$ cat src/rtl/gen_txn_msg.sv
// MIL-STD-1553 bus-controller message sequencer: one command word, then N FIFO data words.
// Define GEN_TXN_ABORT_EN to add the abort input, which ends the message at the next word boundary.

// Generic FIFO. The head word is always visible on pop_dat.
// Latency: a pushed word can be popped on the cycle after its push edge.
// Backpressure: push_rdy is low when full, and a push while full is dropped. pop_rdy is low when empty.
module gen_txn_fifo #(
  parameter  int W     = 16,
  parameter  int DEPTH = 32,
  localparam int AW    = $clog2(DEPTH),
  localparam int CNT_W = AW + 1
) (
  input  logic             clk,
  input  logic             rst_n,
  input  logic             push_vld,
  input  logic [W-1:0]     push_dat,
  output logic             push_rdy,
  input  logic             pop_vld,
  output logic [W-1:0]     pop_dat,
  output logic             pop_rdy,
  output logic [CNT_W-1:0] count,
  output logic             full
);
  logic [W-1:0]  mem [DEPTH];
  logic [AW-1:0] wr_ptr;
  logic [AW-1:0] rd_ptr;
  logic          push;
  logic          pop;

  assign full     = (count == CNT_W'(DEPTH));
  assign push_rdy = !full;
  assign pop_rdy  = (count != '0);
  assign push     = push_vld && push_rdy;
  assign pop      = pop_vld && pop_rdy;
  assign pop_dat  = mem[rd_ptr];

  always_ff @(posedge clk) begin
    if (push) mem[wr_ptr] <= push_dat;
  end

  // Pointers wrap naturally because DEPTH is a power of two.
  always_ff @(posedge clk or negedge rst_n) begin
    if (!rst_n) begin
      wr_ptr <= '0;
      rd_ptr <= '0;
      count  <= '0;
    end else begin
      if (push) wr_ptr <= wr_ptr + 1'b1;
      if (pop)  rd_ptr <= rd_ptr + 1'b1;
      case ({push, pop})
        2'b10:   count <= count + 1'b1;
        2'b01:   count <= count - 1'b1;
        default: count <= count;
      endcase
    end
  end
endmodule

// Word sequencer. It emits a command word, then up to N data words, and holds each word for WORD_CYCLES cycles.
// Latency: an st sampled in IDLE drives txen, word_stb and the command word on DAT from that same edge.
// Backpressure: an st while busy is ignored. A data word that is due while the FIFO is empty ends the message with underrun.
module gen_txn_msg #(
  parameter  int WORD_CYCLES = 1000,
  parameter  int DEPTH       = 32,
  parameter  int CW_W        = 16,
  localparam int CNT_W       = $clog2(DEPTH) + 1,
  localparam int TW          = (WORD_CYCLES > 1) ? $clog2(WORD_CYCLES) : 1
) (
  input  logic             clk,
  input  logic             rst_n,
`ifdef GEN_TXN_ABORT_EN
  input  logic             abort,
`endif
  input  logic             st,
  input  logic [CW_W-1:0]  cw_in,
  input  logic             wr_en,
  input  logic [CW_W-1:0]  wr_data,
  output logic             full,
  output logic [CNT_W-1:0] count,
  output logic             txen,
  output logic [CW_W-1:0]  DAT,
  output logic             is_cmd,
  output logic             word_stb,
  output logic             busy,
  output logic             done,
  output logic             underrun
);
  typedef enum logic [1:0] {S_IDLE, S_CMD, S_DATA, S_END} state_t;

  state_t          state_q, state_d;
  logic [TW-1:0]   timer_q, timer_d;
  logic [5:0]      remain_q, remain_d;
  logic [CW_W-1:0] dat_d;
  logic            txen_d, is_cmd_d, word_stb_d, done_d, underrun_d;
  logic            pop;
  logic            fifo_nempty;
  logic [CW_W-1:0] fifo_head;
  logic            fifo_push_rdy;
  logic            boundary;
  logic            stop;

  gen_txn_fifo #(.W(CW_W), .DEPTH(DEPTH)) u_fifo (
    .clk      (clk),
    .rst_n    (rst_n),
    .push_vld (wr_en),
    .push_dat (wr_data),
    .push_rdy (fifo_push_rdy),
    .pop_vld  (pop),
    .pop_dat  (fifo_head),
    .pop_rdy  (fifo_nempty),
    .count    (count),
    .full     (full)
  );

  assign boundary = (timer_q == TW'(WORD_CYCLES - 1));

`ifdef GEN_TXN_ABORT_EN
  logic abort_q;
  // An abort is remembered until the current word window closes.
  assign stop = abort_q || abort;

  always_ff @(posedge clk or negedge rst_n) begin
    if (!rst_n) abort_q <= 1'b0;
    else        abort_q <= (state_q == S_CMD || state_q == S_DATA) &&
                           (state_d == S_CMD || state_d == S_DATA) && stop;
  end
`else
  assign stop = 1'b0;
`endif

  always_comb begin
    state_d    = state_q;
    timer_d    = timer_q;
    remain_d   = remain_q;
    dat_d      = DAT;
    txen_d     = txen;
    is_cmd_d   = is_cmd;
    word_stb_d = 1'b0;
    done_d     = 1'b0;
    underrun_d = underrun;
    pop        = 1'b0;
    case (state_q)
      S_IDLE: begin
        if (st) begin
          state_d    = S_CMD;
          timer_d    = '0;
          dat_d      = cw_in;
          // The RT-transmit bit means no data follows. A count field of 0 encodes 32 words.
          remain_d   = cw_in[10] ? 6'd0 :
                       (cw_in[4:0] == 5'd0) ? 6'd32 : {1'b0, cw_in[4:0]};
          underrun_d = 1'b0;
          txen_d     = 1'b1;
          is_cmd_d   = 1'b1;
          word_stb_d = 1'b1;
        end
      end
      S_CMD, S_DATA: begin
        timer_d = timer_q + 1'b1;
        if (boundary) begin
          timer_d = '0;
          if (remain_q != 6'd0 && !stop && fifo_nempty) begin
            state_d    = S_DATA;
            pop        = 1'b1;
            dat_d      = fifo_head;
            is_cmd_d   = 1'b0;
            word_stb_d = 1'b1;
            remain_d   = remain_q - 6'd1;
          end else begin
            // The data word is missing only when one is still owed and no abort is pending.
            underrun_d = underrun || (remain_q != 6'd0 && !stop);
            state_d    = S_END;
            txen_d     = 1'b0;
            is_cmd_d   = 1'b0;
            done_d     = 1'b1;
          end
        end
      end
      S_END: begin
        state_d = S_IDLE;
      end
      default: state_d = S_IDLE;
    endcase
  end

  always_ff @(posedge clk or negedge rst_n) begin
    if (!rst_n) begin
      state_q  <= S_IDLE;
      timer_q  <= '0;
      remain_q <= '0;
      DAT      <= '0;
      txen     <= 1'b0;
      is_cmd   <= 1'b0;
      word_stb <= 1'b0;
      busy     <= 1'b0;
      done     <= 1'b0;
      underrun <= 1'b0;
    end else begin
      state_q  <= state_d;
      timer_q  <= timer_d;
      remain_q <= remain_d;
      DAT      <= dat_d;
      txen     <= txen_d;
      is_cmd   <= is_cmd_d;
      word_stb <= word_stb_d;
      busy     <= (state_d != S_IDLE);
      done     <= done_d;
      underrun <= underrun_d;
    end
  end
endmodule

$ cat config.mk
export PLATFORM = sky130hd
export DESIGN_NAME = gen_txn_msg
export DESIGN_NICKNAME = d
export VERILOG_FILES = /design/src/rtl/gen_txn_msg.sv
export SDC_FILE = /design/constraint.sdc
export NUM_CORES = 1
export LEC_CHECK = 0
export BUFFER_PORTS_ARGS = -buffer_cell sky130_fd_sc_hd__buf_2
export CAP_MARGIN = 20
export CORE_UTILIZATION = 35
export DETAILED_ROUTE_END_ITERATION = 16
export GPL_ROUTABILITY_DRIVEN = 1
export PLACE_DENSITY_LB_ADDON = 0.3
export SETUP_SLACK_MARGIN = 0.02
export SYNTH_ARGS = -nofsm -noshare
export SYNTH_HDL_FRONTEND = slang
export SYNTH_SLANG_ARGS = --single-unit
$ cat constraint.sdc
create_clock -name clk -period 3.4 [get_ports clk]
set_input_delay 0.68 -clock clk [delete_from_list [all_inputs] [get_ports clk]]
set_output_delay 0.68 -clock clk [all_outputs]
set_load 0.05 [all_outputs]
### After elaboration in Yosys (flattened, before gate mapping)

Memories as Yosys holds them, arrays and structs flattened.
Cells that the tools add are included.
Widths: inputs -> output; s select.

* reductions and logical operators: 17
* $add $sub $neg: 6
* eq/ne operators: 11
* mux-type cells: 38

Operator list (count)
* $mux 16: 3
* $pmux 16 s2: 1
* $mux 6: 5
* $pmux 6 s2: 2
* $mux 10: 2
* $pmux 10 s2: 1
* $mux 1: 17
* $reduce_bool 6->1: 2
* $sub 6x1->6 const B: 2
* $add 10x1->10 const B: 1
* $add 5x1->5 const B: 2
* $eq 10x10->1 const B: 1
* $ne 2x2->1 const B: 4
* $pmux 1 s2: 4
* $reduce_and 4->1: 2
* $add 6x1->6 const B: 1
* $eq 2x2->1 const B: 3
* $eq 6x6->1 const B: 1
* $pmux 2 s3: 1
* $reduce_bool 2->1: 3
* $logic_not 5->1: 1
* $eq 2x1->1 const B: 2
* $mux 2: 2
* $logic_and 1x1->1: 3
* 6 further kinds: 6

* register bits: 56
* input port bits: 36
* memory bits (writable): 512
* output and inout bits: 29
* memories kept: 1

Memories
* u_fifo.mem: depth 32, width 16, rd ports 1, clocked after Yosys merged registers in 0, write ports 1, RTL line 24 `logic [W-1:0] mem [DEPTH];`

### Longest topological paths before layout

* word-level depth: 8
* depth in mapped cells: 16

### Hierarchy

Synthesis repeated with hierarchy kept, for this count alone.

* cells, all modules: 1202
* area total of the unflattened synthesis: 22690.5 um^2

Modules (own cells, without submodules)
* gen_txn_fifo: instances 1, cells each 981, area an instance 20542.2 um^2
* gen_txn_msg: instances 1, cells each 221, area an instance 2148.3 um^2

### Worst setup path after synthesis

OpenSTA, ideal clock, no wires.

* path kind: register to output
* from: register u_fifo.count[1]
* to: output port full
* slack: 0.048 ns
* cell stages (with the launch flop): 4
* arrival: 2.672 ns
* data required time: 2.720 ns
* cells stage by stage: dfrtp_1 clkbuf_1 or3_1 nor4_1

* word-level cells in the longest chain between the ends: 1

Ends and longest elaborated chain
* start, declared: RTL line 21 `output logic [CNT_W-1:0] count,`
* start signal, assigned: RTL line 51 `2'b10: count <= count + 1'b1;`
* start signal, assigned: RTL line 52 `2'b01: count <= count - 1'b1;`
* start signal, assigned: RTL line 53 `default: count <= count;`
* $eq 6x6->1: RTL line 30 `assign full = (count == CNT_W'(DEPTH));`
* end, declared: RTL line 78 `output logic full,`

Every way passes these cells.

### Worst setup path after layout

* from: register timer_q[5]
* to: register u_fifo.count[4]

* word-level cells in the longest chain between the ends: 6
* elaborated cells on any way between the ends: 8

Ends and longest elaborated chain
* start, declared: RTL line 91 `logic [TW-1:0] timer_q, timer_d;`
* start signal, assigned: RTL line 199 `timer_q <= timer_d;`
* $eq 10x10->1 *: RTL line 115 `assign boundary = (timer_q == TW'(WORD_CYCLES - 1));`
* $mux 1 *: RTL line 159 `if (boundary) begin`
* $mux 1 *: RTL line 142 `case (state_q)`
* $logic_and 1x1->1 *: RTL line 34 `assign pop = pop_vld && pop_rdy;`
* net u_fifo.pop: RTL line 28 `logic pop;`
* $eq 2x1->1 / $eq 2x2->1 (equally long branches): RTL line 50 `case ({push, pop})`
* $pmux 6 s2 / $reduce_bool 2->1 (equally long branches)

The timed path passes the listed nets; every way through them passes the cells marked *.
A chain may end at the register's enable or synchronous reset.

==> flow_summary.yaml <==
min_path:
  hold_path_class: "in -> async"
synth:
  number_of_library_cell_types_mapped_by_synthesis: 54
  syn-num-nets: 1286
  ys_dominant_reg_cell: "sky130_fd_sc_hd__edfxtp_1"
  netlist_instances: 1238
  yosysTopAreaCell: "sky130_fd_sc_hd__edfxtp_1"
  yosys-top-cells-area: "sky130_fd_sc_hd__edfxtp_1, sky130_fd_sc_hd__mux4_2, sky130_fd_sc_hd__dfrtp_1"
  synth-seq-area-share_pct: 74.4
  synth-async-reset-ratio_pct: 9.86
  synth_enable_flop_cells: 512
  synth_top_area_share_pct: 68.2
  synthesis.yosys.warnings: 0
  post_synth.cell_area_avg_sq_um: 18.2
  syn_area_sq_um: 22500
  register_bit_total_from_synthesis: 568
clock_network:
  clk_pin_slew_ns: 0.06
  post_cts_resized: 0
  cts_num_sinks: 568
  clockRootBuffer: "sky130_fd_sc_hd__clkbuf_16"
  cts_tree: "yes"
  clock_latency_ns: 0.64
  cts-root-to-sink-buffers: 3
  cts_made_buffers: 57
  cts_setup_buffers: 0
  post_cts_hold_buffer_count: 0
  deepest_level_of_the_cts_h_tree: 2
timing:
  fmax_mhz: 329
  slew_of_the_pin_with_the_lowest_slew_margin_ns: 0.804
  finalCriticalPeriod_ns: 3.04
  final-hold-violation-count: 0
  grt_setup_unrepaired: "no"
  relative_slew_slack_pct: 46.2
  finalSetupViolCount: 0
  fin_skew_ns: 0.0440
  final_min_period_over_clock_period_pct: 89.3
  totalNegativeSetupSlack_ns: 0
  setup_ws_ns: 0.364
  slew_violations: 0
worst_setup_path:
  crit_path_end_kind: "flop"
  critPathArrivalTime_ns: 3.57
  critical_path.startpoint: "timer_q[5]"
  path_class: "reg -> reg"
  critical_path_required_ns: 3.94
  ff2ff_path_depth: 12
  path_max_fanout: 6
  crit-reg2reg-launch: "timer_q[5]"
  worstSetupStartpointType: "flop"
power_and_ir_drop:
  powerDensity_nw_per_um2: 534
  p_leak_nw: 8.43
  ir_worst_vdd_mv: 0.484
route:
  postRouteWirelength_um: 53300
  drt-vias-per-instance: 5.29
  detailedRoute.firstPassIterationCount: 6
  initialDrtViolationCount: 1304
  route.detailed.drc: 0
  detailroute.via_count: 11925
  ant_nets: 0
  wire_per_inst_um: 23.7
cells_and_area:
  final_layout_size_suffix_gt1_share_pct: 25.2
  fin_util_pct: 41.2
  areaGrowthSynthToFinish_pct: 15.6
  final_cells: 2253
  insertedDiodeCount: 0
  design.final.nets: 1408
die:
  core_region_sq_um: 63300
  die-width_um: 256
  fp.dieArea_sq_um: 65400
  initial_utilization_pct: 35.6
  die_h_um: 256
  fp-row-count: 92
  io_pins: 65
run_status:
  result_of_the_run: "complete, no violations"
place:
  port-buffer-count: 64
  globalplace.congestion: 0.807
  numPlacedInstances: 2147
  dpl_worst_slack_ns: 0.363
  dpl.hpwl_um: 31900
global_route:
  grt_antenna_before_repair: 2
  maximum_number_of_pins_on_one_net_before_global_route_repair: 45
  globalRoute.totalOverflow: 0
  grt_pass1_vias: 12077
  grt_first_pass_wirelength_um: 79200
  global_route.usage.total_pct: 16.3
job:
  max_cap_viol_count: 0
[flip-flops by register name, indices dropped and copies added, names as in the netlist]
name and flops:
u_fifo.mem 512, DAT 16, timer_q 10, remain_q 6, u_fifo.count 6, u_fifo.rd_ptr 5
u_fifo.wr_ptr 5, state_q 2, busy 1, done 1, is_cmd 1, txen 1
underrun 1, word_stb 1
[synth_stat cells, types with 3 or more instances]
cell type and n:
sky130_fd_sc_hd__edfxtp_1 512, sky130_fd_sc_hd__mux4_2 96, sky130_fd_sc_hd__nand2_1 59, sky130_fd_sc_hd__dfrtp_1 56, sky130_fd_sc_hd__nor2_1 52, sky130_fd_sc_hd__clkbuf_1 41
sky130_fd_sc_hd__a21oi_1 35, sky130_fd_sc_hd__a22oi_1 33, sky130_fd_sc_hd__mux2_2 33, sky130_fd_sc_hd__mux2i_1 32, sky130_fd_sc_hd__nor3_1 27, sky130_fd_sc_hd__buf_2 26
sky130_fd_sc_hd__nand3_1 26, sky130_fd_sc_hd__nor2b_1 20, sky130_fd_sc_hd__nand4_1 19, sky130_fd_sc_hd__inv_1 18, sky130_fd_sc_hd__o21ai_0 18, sky130_fd_sc_hd__a31oi_1 17
sky130_fd_sc_hd__xnor2_1 16, sky130_fd_sc_hd__a221oi_1 15, sky130_fd_sc_hd__o22a_1 15, sky130_fd_sc_hd__ha_1 12, sky130_fd_sc_hd__nand3b_1 6, sky130_fd_sc_hd__xor2_1 6
sky130_fd_sc_hd__nand2b_1 5, sky130_fd_sc_hd__buf_1 4, sky130_fd_sc_hd__nor4_1 3, sky130_fd_sc_hd__or3_1 3, sky130_fd_sc_hd__or4_1 3
[placed cells by master, fill, tap and decap left out, types with 4 or more instances in the layout]
master	instances
sky130_fd_sc_hd__buf_2	64
sky130_fd_sc_hd__clkinvlp_4	4
sky130_fd_sc_hd__nand3b_1	6
sky130_fd_sc_hd__nand4_1	19
sky130_fd_sc_hd__a221oi_1	15
sky130_fd_sc_hd__mux2i_1	32
sky130_fd_sc_hd__edfxtp_1	512
sky130_fd_sc_hd__nand2_1	59
sky130_fd_sc_hd__a31oi_1	17
sky130_fd_sc_hd__xor2_1	6
sky130_fd_sc_hd__clkbuf_16	57
sky130_fd_sc_hd__o21ai_0	18
sky130_fd_sc_hd__mux4_2	96
sky130_fd_sc_hd__mux2_2	33
sky130_fd_sc_hd__inv_1	18
sky130_fd_sc_hd__a21oi_1	35
sky130_fd_sc_hd__buf_4	66
sky130_fd_sc_hd__nor2b_1	19
sky130_fd_sc_hd__buf_12	5
sky130_fd_sc_hd__a22oi_1	33
sky130_fd_sc_hd__nand2b_1	5
sky130_fd_sc_hd__bufinv_16	5
sky130_fd_sc_hd__clkbuf_1	18
sky130_fd_sc_hd__dfrtp_1	53
sky130_fd_sc_hd__nand3_1	26
sky130_fd_sc_hd__clkinv_2	9
sky130_fd_sc_hd__nor3_1	27
sky130_fd_sc_hd__nor2_1	52
sky130_fd_sc_hd__xnor2_1	16
sky130_fd_sc_hd__clkinv_1	10
sky130_fd_sc_hd__o22a_1	15
sky130_fd_sc_hd__ha_1	12
[cell families after synthesis]
group	after synthesis	synth area share, %
flops	568	74.4
fa+ha+maj	12	0.666
xor+xnor	22	0.855
buf+inv	92	1.70
compound gates	146	4.45
simple gates	237	5.26
mux	161	12.7
[layer usage]
layer | part of all wire, % | up-vias | track usage, %
met4 | 1.6 | 4 | 3.78
met1 | 46 | 6240 | 24.2
met5 | 0.034 | - | 0
li1 | - | 5221 | -
met3 | 7.0 | 64 | 3.21
met2 | 46 | 396 | 24.6
[worst max-delay path, stage by stage (launching register included)]
cell and delay (ns):
sky130_fd_sc_hd__dfrtp_1 0.43, sky130_fd_sc_hd__nand4_2 0.14, sky130_fd_sc_hd__or4_1 0.58, sky130_fd_sc_hd__or4_1 0.50, sky130_fd_sc_hd__clkinv_2 0.13, sky130_fd_sc_hd__ha_1 0.19
sky130_fd_sc_hd__xor2_1 0.15, sky130_fd_sc_hd__ha_1 0.20, sky130_fd_sc_hd__a21oi_1 0.08, sky130_fd_sc_hd__o21ai_0 0.17, sky130_fd_sc_hd__nand2_1 0.07, sky130_fd_sc_hd__a21oi_1 0.18
sky130_fd_sc_hd__xor2_1 0.15
[report_power, final]
part           switching (mW)  total [mW]  internal (mW)
Sequential                  0        7.61           7.61
Combinational           0.134       0.153         0.0186
Clock                    2.65        6.15           3.50
Total                    2.79        13.9           11.1
[path summary, 6_finish.rpt]
| kind | endpoint | slack (ns) |
|---|---|---|
| worst max-delay path | u_fifo.count[4] | 0.36 |
| worst min-delay path | DAT[11] | 0.14 |
| worst max register to register | u_fifo.count[4] | 0.36 |
| worst min register to register | timer_q[1] | 0.52 |
| max in group asynchronous | txen | 2.57 |
| min in group clk | DAT[4] | 0.40 |
[final cells by class]
class | count | area (sq um)
multi-input cells | 578 | 5400
well taps | 846 | 1060
repair buffers | 135 | 916
flip-flops and latches | 568 | 16800
fillers | 5635 | 37300
inverters | 20 | 76.3
clock inverters | 31 | 330
clock buffers | 75 | 1490
[through the flow]
stage | hold slack (ns) | area, sq um | total power [mW]
after floorplan | 0.384 | 22500 | 7.76
after global placement | 0.490 | 24200 | 7.90
after detailed placement | 0.510 | 24200 | 7.91
after CTS | 0.143 | 26100 | 14.0
after global routing | 0.204 | 26100 | 14.3
final | 0.142 | 26100 | 13.9
Power figures use the tool's default switching activity.
